--- src/rtl/demux_scan_pkg.sv ---
// Shared types and helpers for the demux scan sequencer.
package demux_scan_pkg;

  localparam int CH_W   = 3;
  localparam int NUM_CH = 1 << CH_W;

  // Scan phases. The ST_ prefix keeps ST_GAP from colliding with the GAP parameter.
  typedef enum logic [1:0] {
    ST_IDLE  = 2'd0,
    ST_DWELL = 2'd1,
    ST_GAP   = 2'd2
  } state_t;

  // Returns {wrap, idx}. idx is the lowest enabled channel above cur. If no
  // such channel exists, idx is the lowest enabled channel and wrap is set.
  // A zero mask returns {1, 0}.
  function automatic logic [CH_W:0] next_ch(input logic [NUM_CH-1:0] mask,
                                            input logic [CH_W-1:0]   cur);
    logic [CH_W-1:0] above;
    logic [CH_W-1:0] lowest;
    logic            hit;
    above  = '0;
    lowest = '0;
    hit    = 1'b0;
    // Scan downward so the final assignment is the lowest matching index.
    for (int k = NUM_CH - 1; k >= 0; k--) begin
      if (mask[k]) begin
        lowest = CH_W'(k);
        if (k > int'(cur)) begin
          above = CH_W'(k);
          hit   = 1'b1;
        end
      end
    end
    return hit ? {1'b0, above} : {1'b1, lowest};
  endfunction

endpackage

--- src/rtl/demux_scan_next.sv ---
// Combinational next-enabled-channel search.
module demux_scan_next
  import demux_scan_pkg::*;
(
  input  logic [NUM_CH-1:0] mask,
  input  logic [CH_W-1:0]   cur,
  output logic              wrap,
  output logic [CH_W-1:0]   idx
);

  // Priority search above cur, wrapping to the lowest enabled channel.
  always_comb begin
    {wrap, idx} = next_ch(mask, cur);
  end

endmodule

--- src/rtl/demux_scan_ctrl.sv ---
// Round-robin scan sequencer driving the select and data input of a 1-to-8 demux.
module demux_scan_ctrl
  import demux_scan_pkg::*;
#(
  parameter int CNT_W = 8,
  parameter int GAP   = 1
) (
  input  logic                 clk,
  input  logic                 rst_n,
  input  logic                 start,
  input  logic                 stop,
  input  logic [NUM_CH-1:0]    en_mask,
  input  logic [CNT_W-1:0]     dwell,
  input  logic                 din,
  output logic                 i,
  output logic [CH_W-1:0]      s,
  output logic                 busy,
  output logic                 ch_done,
  output logic                 frame_done
);

  // Gap counter reuses the dwell counter, so it is loaded with GAP-1.
  localparam logic [CNT_W-1:0] GAP_LOAD = (GAP > 0) ? CNT_W'(GAP - 1) : '0;

  state_t              state_reg, state_next;
  logic [NUM_CH-1:0]   shadow_reg, shadow_next;
  logic [CH_W-1:0]     cur_reg, cur_next;
  logic [CH_W-1:0]     nxt_reg, nxt_next;
  logic [CNT_W-1:0]    cnt_reg, cnt_next;
  logic                stop_pend_reg, stop_pend_next;

  logic                adv_wrap;
  logic [CH_W-1:0]     adv_idx;
  logic                low_wrap_unused;
  logic [CH_W-1:0]     low_idx;
  logic [CNT_W-1:0]    dwell_load;
  logic                stop_now;

  // Successor of the current channel within the frame's shadow mask.
  demux_scan_next u_adv (
    .mask (shadow_reg),
    .cur  (cur_reg),
    .wrap (adv_wrap),
    .idx  (adv_idx)
  );

  // Searching above the top channel always wraps, yielding the lowest enabled
  // channel of the live mask (first channel of a new frame).
  demux_scan_next u_low (
    .mask (en_mask),
    .cur  ({CH_W{1'b1}}),
    .wrap (low_wrap_unused),
    .idx  (low_idx)
  );

  assign dwell_load = (dwell == '0) ? '0 : dwell - 1'b1;
  assign stop_now   = stop_pend_reg | stop;

  // Select is the channel index with its bits reversed (s[0] carries the MSB), zero when idle.
  generate
    for (genvar gi = 0; gi < CH_W; gi++) begin : g_sel
      assign s[gi] = busy & cur_reg[CH_W-1-gi];
    end
  endgenerate

  // State register and scan bookkeeping.
  always_ff @(posedge clk) begin
    if (!rst_n) begin
      state_reg     <= ST_IDLE;
      shadow_reg    <= '0;
      cur_reg       <= '0;
      nxt_reg       <= '0;
      cnt_reg       <= '0;
      stop_pend_reg <= 1'b0;
    end else begin
      state_reg     <= state_next;
      shadow_reg    <= shadow_next;
      cur_reg       <= cur_next;
      nxt_reg       <= nxt_next;
      cnt_reg       <= cnt_next;
      stop_pend_reg <= stop_pend_next;
    end
  end

  // Next-state logic, data gating and completion pulses.
  always_comb begin
    state_next     = state_reg;
    shadow_next    = shadow_reg;
    cur_next       = cur_reg;
    nxt_next       = nxt_reg;
    cnt_next       = cnt_reg;
    stop_pend_next = stop_pend_reg;
    busy           = (state_reg != ST_IDLE);
    i              = 1'b0;
    ch_done        = 1'b0;
    frame_done     = 1'b0;

    case (state_reg)
      ST_IDLE: begin
        stop_pend_next = 1'b0;
        if (start && !stop && (en_mask != '0)) begin
          shadow_next = en_mask;
          cur_next    = low_idx;
          cnt_next    = dwell_load;
          state_next  = ST_DWELL;
        end
      end

      ST_DWELL: begin
        i              = din;
        stop_pend_next = stop_now;
        if (cnt_reg != '0) begin
          cnt_next = cnt_reg - 1'b1;
        end else begin
          ch_done    = 1'b1;
          frame_done = adv_wrap;
          // A frame boundary reloads the mask and restarts from its lowest channel.
          if (adv_wrap) begin
            shadow_next = en_mask;
            nxt_next    = low_idx;
          end else begin
            nxt_next    = adv_idx;
          end
          if (stop_now || (adv_wrap && (en_mask == '0))) begin
            state_next     = ST_IDLE;
            stop_pend_next = 1'b0;
          end else if (GAP > 0) begin
            state_next = ST_GAP;
            cnt_next   = GAP_LOAD;
          end else begin
            state_next = ST_DWELL;
            cur_next   = adv_wrap ? low_idx : adv_idx;
            cnt_next   = dwell_load;
          end
        end
      end

      ST_GAP: begin
        stop_pend_next = stop_now;
        if (cnt_reg != '0) begin
          cnt_next = cnt_reg - 1'b1;
        end else if (stop_now) begin
          state_next     = ST_IDLE;
          stop_pend_next = 1'b0;
        end else begin
          state_next = ST_DWELL;
          cur_next   = nxt_reg;
          cnt_next   = dwell_load;
        end
      end

      default: begin
        state_next     = ST_IDLE;
        stop_pend_next = 1'b0;
      end
    endcase
  end

endmodule

--- config.mk ---
export PLATFORM = sky130hd
export DESIGN_NAME = demux_scan_ctrl
export DESIGN_NICKNAME = d
export VERILOG_FILES = /design/src/rtl/demux_scan_pkg.sv /design/src/rtl/demux_scan_next.sv /design/src/rtl/demux_scan_ctrl.sv
export SDC_FILE = /design/constraint.sdc
export NUM_CORES = 1
export LEC_CHECK = 0
export BUFFER_PORTS_ARGS = -buffer_cell sky130_fd_sc_hd__buf_2
export CAP_MARGIN = 15
export CORE_ASPECT_RATIO = 1.75
export CORE_UTILIZATION = 33
export CTS_CLUSTER_SIZE = 10
export DETAILED_ROUTE_END_ITERATION = 6
export GPL_TIMING_DRIVEN = 0
export PLACE_DENSITY = 0.63
export SYNTH_ARGS = -nofsm -noshare
export SYNTH_HDL_FRONTEND = slang
export SYNTH_SLANG_ARGS = --single-unit
--- constraint.sdc ---
create_clock -name clk -period 2.7 [get_ports clk]
set_input_delay 0.135 -clock clk [delete_from_list [all_inputs] [get_ports clk]]
set_output_delay 0.135 -clock clk [all_outputs]
set_load 0.05 [all_outputs]
==> flow_metrics.py <==
metrics = {
    "clocking": {
        "clk_pin_slew_ps": 90,
        "cts_setup_buffers": 0,
        "clock_latency_ps": 270,
        "root_buffer": "clkbuf_8",
        "numCtsBuffers": 3,
        "cts.path.max_buffers": 2,
        "cts_hold_buf": 0,
        "htreeDepth": 1,
        "cts_resized": 0,
        "cts_tree": "yes",
        "cts.sinks": 24,
    },
    "hold_path": {
        "min-delay-path-class": "in -> reg",
        "hold_depth": 3,
        "hold_start": "en_mask[3]",
        "hold_end": "shadow_reg[3]$_SDFFE_PN0P_",
    },
    "timing": {
        "rsz0062_at_grt": "false",
        "finalWorstSetupSlack_ps": 571,
        "finalMaxSlewViolations": 0,
        "hold_violations": 0,
        "tightest_slew_ps": 599,
        "fin_crit_ps": 2130,
        "skew_ps": 4.31,
        "fin_crit_sh_pct": 78.9,
        "relSlewSlack_pct": 59.7,
        "fmax_ghz": 0.470,
        "setup_viol": 0,
        "fin_tns_setup_ps": 0,
        "hold_ws_ps": 135,
    },
    "global_routing": {
        "antenna_found_initial": 0,
        "grt_pass1_wl_mm": 8.74,
        "track_usage_pct": 18.5,
        "grt_max_degree": 14,
        "grt_pass1_vias": 1882,
        "gr-total-overflow": 0,
    },
    "final_layout": {
        "syn2layout_area_growth_pct": 14.5,
        "utilization_pct": 39.5,
        "insertedDiodeCount": 0,
        "final_layout_size_suffix_gt1_share_pct": 19.3,
        "largest_reg_flops": 8,
        "fin_area_mm2": 0.00221,
        "fin_nets": 299,
    },
    "detailed_routing": {
        "wl_met2_mm": 2.79,
        "wl_met3_um": 166,
        "met1_length_mm": 2.05,
        "via_per_inst": 5.44,
        "initialDrtViolationCount": 75,
        "routed_wl_mm": 5.08,
        "wl_per_cell_um": 14.7,
        "first_pass_iters": 4,
        "top_layer_used": "met4",
        "vias": 1878,
        "ant_nets": 0,
        "drc_errors": 0,
    },
    "critical_path": {
        "cp-start-kind": "flip-flop",
        "reg2reg_to": "nxt_reg[0]$_SDFFE_PN0P_",
        "cp_max_fo": 10,
        "critPathKind": "reg -> reg",
        "cp.required_ps": 2870,
        "end_kind": "flip-flop",
        "ff2ff_setup_slack_ps": 570,
        "ff2ff_path_depth": 7,
        "worstReg2RegStart": "cnt_reg[0]$_SDFFE_PN0P_",
        "cp_data_arrival_time_ps": 2300,
    },
    "placement": {
        "gp_congestion": 0.887,
        "placed_area_mm2": 0.00215,
        "portBuffers": 26,
        "dpl_worst_slack_ps": 587,
        "dp_hpwl_mm": 4.07,
    },
    "floorplan": {
        "placementRows": 36,
        "die_area_mm2": 0.00616,
        "ios": 28,
        "core_mm2": 0.00559,
        "die_y_um": 103,
        "die_w_um": 59.8,
        "initial_core_util_pct": 34.5,
    },
    "synthesis": {
        "synthCells": 239,
        "syn_area_per_cell_um2": 8.07,
        "yosysSeqAreaShare_pct": 24.9,
        "syn_nets": 268,
        "netlist_area_mm2": 0.00193,
        "synth_cell_types": 59,
        "ys_warn_count": 0,
        "synthArstFlopShare_pct": 0,
        "synth_edf_count": 0,
        "synth_seq_cells": 24,
        "synth_top_flop_cell": "dfxtp_1",
    },
    "run": {
        "drv_cap": 0,
    },
    "pwr": {
        "p_leak_nw": 0.890,
        "power.density_mw_per_mm2": 1120,
        "peakVddDrop_mv": 0.619,
    },
    "run_status": {
        "status": "complete, no violations",
    },
}
[layout by cell type (no fill, tap or decap), drive strengths merged, types with 3 or more instances in the layout]
master / count
xor2: 5
nand2: 34
nand2b: 4
o32ai: 8
ha: 8
o211a: 6
nand3b: 3
nor4: 7
clkbuf: 11
mux2i: 8
nor3b: 4
nand4: 3
or2: 3
buf: 30
dfxtp: 24
nor4b: 3
nor2b: 5
a211oi: 6
o21a: 3
inv: 14
nor2: 20
nor3: 6
a21oi: 16
[where the power goes]
| group | switching [mW] | internal (mW) |
|---|---|---|
| logic | 0.971 | 0.636 |
| clock network | 0.124 | 0.130 |
| registers | 0.136 | 0.483 |
[layout make-up]
| class | instances | area, µm² |
|---|---|---|
| fillers | 627 | 3380 |
| multi-input cells | 190 | 1350 |
| flip-flops and latches | 24 | 480 |
| repair buffers | 26 | 130 |
| well taps | 76 | 95.1 |
| clock buffers | 4 | 55.1 |
| inverters | 14 | 52.6 |
| plain buffers | 11 | 48.8 |
[layer usage]
layer	up-vias	GRT usage, %
li1	943	-
met1	874	19.4
met2	53	35.7
met3	8	2.01
met4	0	7.33
met5	-	0
[cell families (layout without fill, tap and decap cells)]
group / count (synthesis) / in the layout / share of synthesized area (%)
adders and majority gates: 8 / 8 / 5.19
xor gates and xnor gates: 6 / 6 / 2.73
AOI/OAI and AO/OA: 63 / 63 / 27.0
DFF: 24 / 24 / 24.9
and+or+nand+nor: 105 / 105 / 30.8
muxes: 8 / 8 / 4.15
buffers and inverters: 25 / 55 / 5.26
[synth_stat cells (all sizes together), types with 3 or more instances]
library cell / n / area, µm²
a211oi: 6 / 45.0
nor2: 20 / 75.1
o211a: 6 / 60.1
mux2i: 8 / 80.1
or2: 3 / 18.8
a21oi: 16 / 91.3
ha: 8 / 100
nor3b: 4 / 30.0
nand4: 3 / 18.8
xor2: 5 / 43.8
nor4: 7 / 62.6
nor2b: 5 / 31.3
clkbuf: 7 / 26.3
nor3: 6 / 35.0
nand2b: 4 / 25.0
dfxtp: 24 / 480
nor4b: 3 / 41.3
o21a: 3 / 22.5
nand3b: 3 / 22.5
nand2: 34 / 135
buf: 4 / 22.5
inv: 14 / 52.6
o32ai: 8 / 70.1
[worst max-delay path, cell delays in order (launching register included)]
cell and delay, ps:
dfxtp_1 360, inv_1 130, ha_1 190, nor4b_4 290
and3_1 240, clkbuf_1 400, o2111ai_1 230, o2111a_1 190
[worst max path at each step]
stage / from / slack [ps] / to / cells past startpoint
global route: cnt_reg[0]$_SDFFE_PN0P_ / 340 / cnt_reg[0]$_SDFFE_PN0P_ / 7
CTS: state_reg[1]$_SDFFE_PN0P_ / 570 / cnt_reg[3]$_SDFFE_PN0P_ / 7
detailed placement: state_reg[1]$_SDFFE_PN0P_ / 590 / cnt_reg[3]$_SDFFE_PN0P_ / 7
global placement: state_reg[1]$_SDFFE_PN0P_ / 610 / cnt_reg[4]$_SDFFE_PN0P_ / 7
floorplan: state_reg[1]$_SDFFE_PN0P_ / 870 / frame_done / 5
finish: cnt_reg[0]$_SDFFE_PN0P_ / 570 / nxt_reg[0]$_SDFFE_PN0P_ / 7
[metrics by stage]
step | power (mW) | cells
global route | 2.67 | 345
global placement | 2.21 | 341
detailed placement | 2.22 | 341
floorplan | 1.86 | 239
finish | 2.48 | 345
CTS | 2.48 | 345
Note: power is estimated with default switching activity, not from simulation.
